[src/rtl/alu_accumulator_sequencer_if.sv]
// Command, ALU-drive and status bundle between a command master and the accumulator sequencer.
interface alu_accumulator_sequencer_if #(
  parameter int DATA_WIDTH = 32
);
  logic                  cmdValid;
  logic                  cmdReady;
  logic [3:0]            cmdOp;
  logic                  cmdLoad;
  logic [DATA_WIDTH-1:0] cmdOperand;
  logic [DATA_WIDTH-1:0] aluA;
  logic [DATA_WIDTH-1:0] aluB;
  logic [3:0]            aluOp;
  logic [DATA_WIDTH-1:0] aluResult;
  logic                  aluZero;
  logic [DATA_WIDTH-1:0] acc;
  logic                  cmpFlag;
  logic                  zeroFlag;
  logic                  done;
  logic                  error;

  modport master (
    output cmdValid, cmdOp, cmdLoad, cmdOperand, aluResult, aluZero,
    input  cmdReady, aluA, aluB, aluOp, acc, cmpFlag, zeroFlag, done, error
  );

  modport slave (
    input  cmdValid, cmdOp, cmdLoad, cmdOperand, aluResult, aluZero,
    output cmdReady, aluA, aluB, aluOp, acc, cmpFlag, zeroFlag, done, error
  );
endinterface

[src/rtl/alu_accumulator_sequencer.sv]
// Accumulator front end for the combinational ALU: IDLE -> EXEC -> RETIRE, done two cycles after acceptance.
// Accepts one command per 3 cycles; cmdReady is low in EXEC and RETIRE and nothing is queued.
module alu_accumulator_sequencer #(
  parameter int                    DATA_WIDTH = 32,
  parameter logic [DATA_WIDTH-1:0] ACC_INIT   = '0
) (
  input logic                    clk,
  input logic                    rst,
  alu_accumulator_sequencer_if.slave bus
);
  localparam logic [3:0] OP_NOOP  = 4'b0000;
  localparam logic [3:0] OP_RESET = 4'b0001;
  localparam logic [3:0] OP_OR    = 4'b0011;
  localparam logic [3:0] OP_AND   = 4'b0101;
  localparam logic [3:0] OP_ADD   = 4'b0110;
  localparam logic [3:0] OP_SUB   = 4'b1000;
  localparam logic [3:0] OP_EQ    = 4'b1100;
  localparam logic [3:0] OP_GT    = 4'b1101;
  localparam logic [3:0] OP_LT    = 4'b1110;

  typedef enum logic [1:0] {
    S_IDLE   = 2'd0,
    S_EXEC   = 2'd1,
    S_RETIRE = 2'd2
  } state_t;

  state_t                state;
  state_t                state_nxt;
  logic                  cmd_ready;
  logic [3:0]            alu_op;
  logic [3:0]            op_q;
  logic [DATA_WIDTH-1:0] operand_q;
  logic                  load_q;
  logic [DATA_WIDTH-1:0] acc_q;
  logic                  cmp_q;
  logic                  zero_q;
  logic                  done_q;
  logic                  err_q;

  always_ff @(posedge clk) begin
    if (rst) state <= S_IDLE;
    else     state <= state_nxt;
  end

  // The unused encoding falls through to the default and recovers to IDLE.
  always_comb begin
    state_nxt = S_IDLE;
    cmd_ready = 1'b0;
    alu_op    = OP_NOOP;
    case (state)
      S_IDLE: begin
        cmd_ready = 1'b1;
        state_nxt = bus.cmdValid ? S_EXEC : S_IDLE;
      end
      S_EXEC: begin
        alu_op    = op_q;
        state_nxt = S_RETIRE;
      end
      S_RETIRE: state_nxt = S_IDLE;
      default:  state_nxt = S_IDLE;
    endcase
  end

  always_ff @(posedge clk) begin
    if (rst) begin
      op_q      <= OP_NOOP;
      operand_q <= '0;
      load_q    <= 1'b0;
      acc_q     <= ACC_INIT;
      cmp_q     <= 1'b0;
      zero_q    <= 1'b1;
      done_q    <= 1'b0;
      err_q     <= 1'b0;
    end else begin
      done_q <= (state == S_EXEC);
      if (state == S_IDLE && bus.cmdValid) begin
        op_q      <= bus.cmdOp;
        operand_q <= bus.cmdOperand;
        load_q    <= bus.cmdLoad;
      end
      if (state == S_EXEC) begin
        if (load_q) begin
          acc_q  <= operand_q;
          zero_q <= (operand_q == '0);
        end else begin
          case (op_q)
            OP_OR, OP_AND, OP_ADD, OP_SUB: begin
              acc_q  <= bus.aluResult;
              zero_q <= bus.aluZero;
            end
            OP_EQ, OP_GT, OP_LT: cmp_q <= bus.aluResult[0];
            OP_RESET: begin
              acc_q  <= ACC_INIT;
              zero_q <= (ACC_INIT == '0);
            end
            OP_NOOP: ;
            default: err_q <= 1'b1;
          endcase
        end
      end
    end
  end

  assign bus.cmdReady = cmd_ready;
  assign bus.aluA     = acc_q;
  assign bus.aluB     = operand_q;
  assign bus.aluOp    = alu_op;
  assign bus.acc      = acc_q;
  assign bus.cmpFlag  = cmp_q;
  assign bus.zeroFlag = zero_q;
  assign bus.done     = done_q;
  assign bus.error    = err_q;
endmodule

[src/flat_wrapper.sv]
// flat-port wrapper written by rule: the top's interface ports become plain ports
module alu_accumulator_sequencer_flat 
#(
  parameter int                    DATA_WIDTH = 32,
  parameter logic [DATA_WIDTH-1:0] ACC_INIT   = '0
)
  (clk, rst, bus_cmdValid, bus_cmdOp, bus_cmdLoad, bus_cmdOperand, bus_aluResult, bus_aluZero, bus_cmdReady, bus_aluA, bus_aluB, bus_aluOp, bus_acc, bus_cmpFlag, bus_zeroFlag, bus_done, bus_error);
  alu_accumulator_sequencer_if #(.DATA_WIDTH(DATA_WIDTH)) bus_i ();
  input logic clk;
  input logic rst;
  input wire logic [$bits(bus_i.cmdValid)-1:0] bus_cmdValid;
  input wire logic [$bits(bus_i.cmdOp)-1:0] bus_cmdOp;
  input wire logic [$bits(bus_i.cmdLoad)-1:0] bus_cmdLoad;
  input wire logic [$bits(bus_i.cmdOperand)-1:0] bus_cmdOperand;
  input wire logic [$bits(bus_i.aluResult)-1:0] bus_aluResult;
  input wire logic [$bits(bus_i.aluZero)-1:0] bus_aluZero;
  output wire logic [$bits(bus_i.cmdReady)-1:0] bus_cmdReady;
  output wire logic [$bits(bus_i.aluA)-1:0] bus_aluA;
  output wire logic [$bits(bus_i.aluB)-1:0] bus_aluB;
  output wire logic [$bits(bus_i.aluOp)-1:0] bus_aluOp;
  output wire logic [$bits(bus_i.acc)-1:0] bus_acc;
  output wire logic [$bits(bus_i.cmpFlag)-1:0] bus_cmpFlag;
  output wire logic [$bits(bus_i.zeroFlag)-1:0] bus_zeroFlag;
  output wire logic [$bits(bus_i.done)-1:0] bus_done;
  output wire logic [$bits(bus_i.error)-1:0] bus_error;
  assign bus_i.cmdValid = bus_cmdValid;
  assign bus_i.cmdOp = bus_cmdOp;
  assign bus_i.cmdLoad = bus_cmdLoad;
  assign bus_i.cmdOperand = bus_cmdOperand;
  assign bus_i.aluResult = bus_aluResult;
  assign bus_i.aluZero = bus_aluZero;
  assign bus_cmdReady = bus_i.cmdReady;
  assign bus_aluA = bus_i.aluA;
  assign bus_aluB = bus_i.aluB;
  assign bus_aluOp = bus_i.aluOp;
  assign bus_acc = bus_i.acc;
  assign bus_cmpFlag = bus_i.cmpFlag;
  assign bus_zeroFlag = bus_i.zeroFlag;
  assign bus_done = bus_i.done;
  assign bus_error = bus_i.error;
  alu_accumulator_sequencer #(.DATA_WIDTH(DATA_WIDTH), .ACC_INIT(ACC_INIT)) u_core (.clk(clk), .rst(rst), .bus(bus_i));
endmodule
[config.mk]
export PLATFORM = sky130hd
export DESIGN_NAME = alu_accumulator_sequencer_flat
export DESIGN_NICKNAME = d
export VERILOG_FILES = /design/src/rtl/alu_accumulator_sequencer_if.sv /design/src/rtl/alu_accumulator_sequencer.sv /design/src/flat_wrapper.sv
export SDC_FILE = /design/constraint.sdc
export NUM_CORES = 1
export LEC_CHECK = 0
export ABC_CLOCK_PERIOD_IN_PS = 2370
export CAP_MARGIN = 20
export CORE_MARGIN = 5
export CORE_UTILIZATION = 39
export CTS_CLUSTER_DIAMETER = 150
export DETAILED_ROUTE_END_ITERATION = 6
export PLACE_DENSITY = 0.84
export RECOVER_POWER = 50
export SLEW_MARGIN = 20
export SYNTH_ARGS = -nofsm -noshare
export SYNTH_HDL_FRONTEND = slang
export SYNTH_SLANG_ARGS = --single-unit
[constraint.sdc]
create_clock -name clk -period 2.37 [get_ports clk]
set_input_delay 0.474 -clock clk [delete_from_list [all_inputs] [get_ports clk]]
set_output_delay 0.474 -clock clk [all_outputs]
set_load 0.02 [all_outputs]
==> results by group <==
Place
  • Cell total after placement: 717
  • GPL Wtd Cong: 0.804
  • HPWL after DPL: 9060 um
  • IO Port Bufs: 177
  • Area of placed instances: 5590 sq um

Timing
  • Actual slew at the worst max-slew pin: 1080 ps
  • Setup_tns: 0 ps
  • FMAX: 462 MHz
  • RSZ-0062 raised after global routing: false
  • Period Utilization, post-route: 91.3%
  • Final Hold Vio Count: 0
  • Final Critical Period: 2160 ps
  • Final Max Tran Viols: 0
  • Slew margin rel.: 28.3%
  • Worst hold slack: 487 ps
  • Setup Skew: 12.6 ps
  • Setup Viol. Count Final: 0

Layout
  • Utilization after layout: 58.3%
  • Layout Cells excl Fill: 732
  • NumNets Final: 668
  • Commonest non-fill, non-tap cell in the layout: clkdlybuf4s50_1
  • Share of layout cells above drive strength 1: 10.2%
  • Layout area overhead: 44.9%
  • Commonest non-fill, non-tap cells in the layout: 128 x clkdlybuf4s50_1, 77 x nand2_1, 74 x dfxtp_1, 48 x dlygate4sd3_1, 43 x nor2_1
  • Final Cell Area: 5720 sq um
  • Antenna diode count: 0
  • FILL cells: 882

Die
  • Initial core utilization: 40.2%
  • Ports: 178
  • Die area: 12200 sq um
  • Cell Rows: 36
  • Core area: 9820 sq um
  • Die width: 111 um
  • Die height: 111 um

Route
  • Final wirelength: 11700 um
  • Via count: 3604
  • Vias per Instance: 4.92
  • Routed Antenna Nets: 0
  • Drt wl/cell: 16.0 um
  • DR iter-0 viols: 117
  • # DRC: 0
  • Pre-antenna DRT Iters: 4

Clock tree
  • H-Tree Level Count: 3
  • # hold bufs at CTS: 0
  • Clock Sink Count: 74
  • Clock Tree Root: clkbuf_8
  • Clk_lat worst skew: 340 ps
  • CTS Buffer Depth: 2
  • Post-CTS setup buffers: 0
  • Resized cells post-CTS: 0
  • Total CTS buffers: 9
  • CTS tree: yes
  • Clock-pin slew on the worst setup and hold paths: 70 ps

Synth
  • Adder-Cell Fraction of Synth Area: 0%
  • Synth Warn #: 0
  • Largest family of logic cells by synthesized area: simple AND/OR/NAND/NOR gates
  • Simple-Gate Fraction of Synth Area: 26.1%
  • Cells after Synth: 462
  • Synth cell types: 31
  • Multiplexer share of the synthesized area: 12.4%
  • Mapped Area: 3950 sq um
  • Seq/Total Area, Yosys: 37.5%
  • Compound-gate portion of the synthesized area: 13.5%
  • XOR/XNOR Fraction of Synth Area: 0%
  • Synth Area per Inst: 8.55 sq um
  • Post-synth top area cell: dfxtp_1
  • Area contributors post-synth: dfxtp_1 38%, mux2_4 11%, a2bb2oi_1 7.3%
  • Post-Syn Nets: 535
  • Seq cells post-synth: 74
  • Top cell type's share of synthesized area: 37.5%

Power
  • VDD IR max: 0.319 mV
  • P_leak: 2.46 nW
  • PwrDens: 506 nW/um^2

Flow run
  • Max cap viols: 0

Worst setup path
  • CP arrival: 1690 ps
  • Worst Path Required: 1900 ps
  • Worst Path Max Fanout: 6
  • Crit Path Class: flop to primary output
  • CP Capture Type: primary output
  • Worst setup SP type: flop

Status
  • Status: finished, final reports clean

Global route
  • Total gr overflow: 0
  • Largest net degree at the start of global routing: 40
  • Initial antenna violation count: 0
  • Vias in the first global route: 3731
  • First-pass GRT wire length: 19000 um
  • Total track usage: 18.8%

Worst hold path
  • Hold WC Path Type: flop to flop
-- through the flow --
stage          total power [mW]  worst slack (ps)
6_report                   2.90               207
5_1_grt                    3.06               139
4_1_cts                    2.95               186
3_5_place_dp               2.14               418
3_3_place_gp               2.12               457
2_1_floorplan              1.81               625
-- worst max-delay path, cell delays in order (launching register included) --
cell             delay (ps)
dfxtp_1                 330
and2b_2                 280
and2_1                  150
clkdlybuf4s50_1         600
-- synth_stat cells (all sizes together) --
cell type,count
and2b,1
nor2,43
o21ai,1
a2bb2oi,33
a211o,1
nand2b,34
nor4,6
a31oi,1
mux2i,2
a21oi,38
nor3b,1
nand2,77
dfxtp,74
nor3,1
or3,1
and2,5
nor4b,2
mux2,32
clkbuf,25
or3b,1
a311o,1
nand4,3
o221ai,1
nor2b,34
buf,44
-- routing by layer --
metal	vias up	global-route usage (%)	part of all wire, %
li1	1770	-	-
met1	1700	20.9	40
met2	125	34.0	52
met3	9	6.24	6.9
met4	0	5.50	0.97
met5	-	0	0
-- flip-flops by register name, indices dropped and copies added (netlist names) --
name,flops
u_core.bus.zeroFlag,1
u_core.bus.done,1
u_core.bus.cmpFlag,1
u_core.bus.acc,32
u_core.op_q,4
u_core.load_q,1
u_core.bus.error,1
u_core.bus.aluB,32
u_core.state,1
-- cell type report --
cell class                      instances  area (sq um)  area share (%)
Clock buffer                           11           131            2.30
Sequential cell                        74          1480            25.9
Timing Repair Buffer                  191          1870            32.7
Tap cell                              133           166            2.91
Clock inverter                          4          20.0           0.350
Multi-Input combinational cell        319          2050            35.9
-- worst paths after layout --
kind               startpoint            endpoint  slack [ps]  cells after the start
max           u_core.bus.done        bus_aluOp[0]         210                      3
min          u_core.bus.error    u_core.bus.error         490                      2
min reg2reg  u_core.bus.error    u_core.bus.error         490                      2
max reg2reg    u_core.op_q[3]  u_core.bus.acc[31]         400                      5
-- cell families (layout without fill, tap and decap cells) --
| kind of cell | count (synthesis) | count (layout) |
|---|---|---|
| AND/OR/NAND/NOR | 209 | 209 |
| AO/OA/AOI/OAI | 76 | 76 |
| flip-flops | 74 | 74 |
| buffers and inverters | 69 | 206 |
| multiplexers | 34 | 34 |
-- power by group --
part           total, mW  internal [mW]  leakage [nW]  switching (mW)
sequential          1.37           1.30         0.603          0.0660
clock              0.806          0.368        0.0827           0.438
combinational      0.721          0.380          1.77           0.340
(Power assumes the default switching activity.)
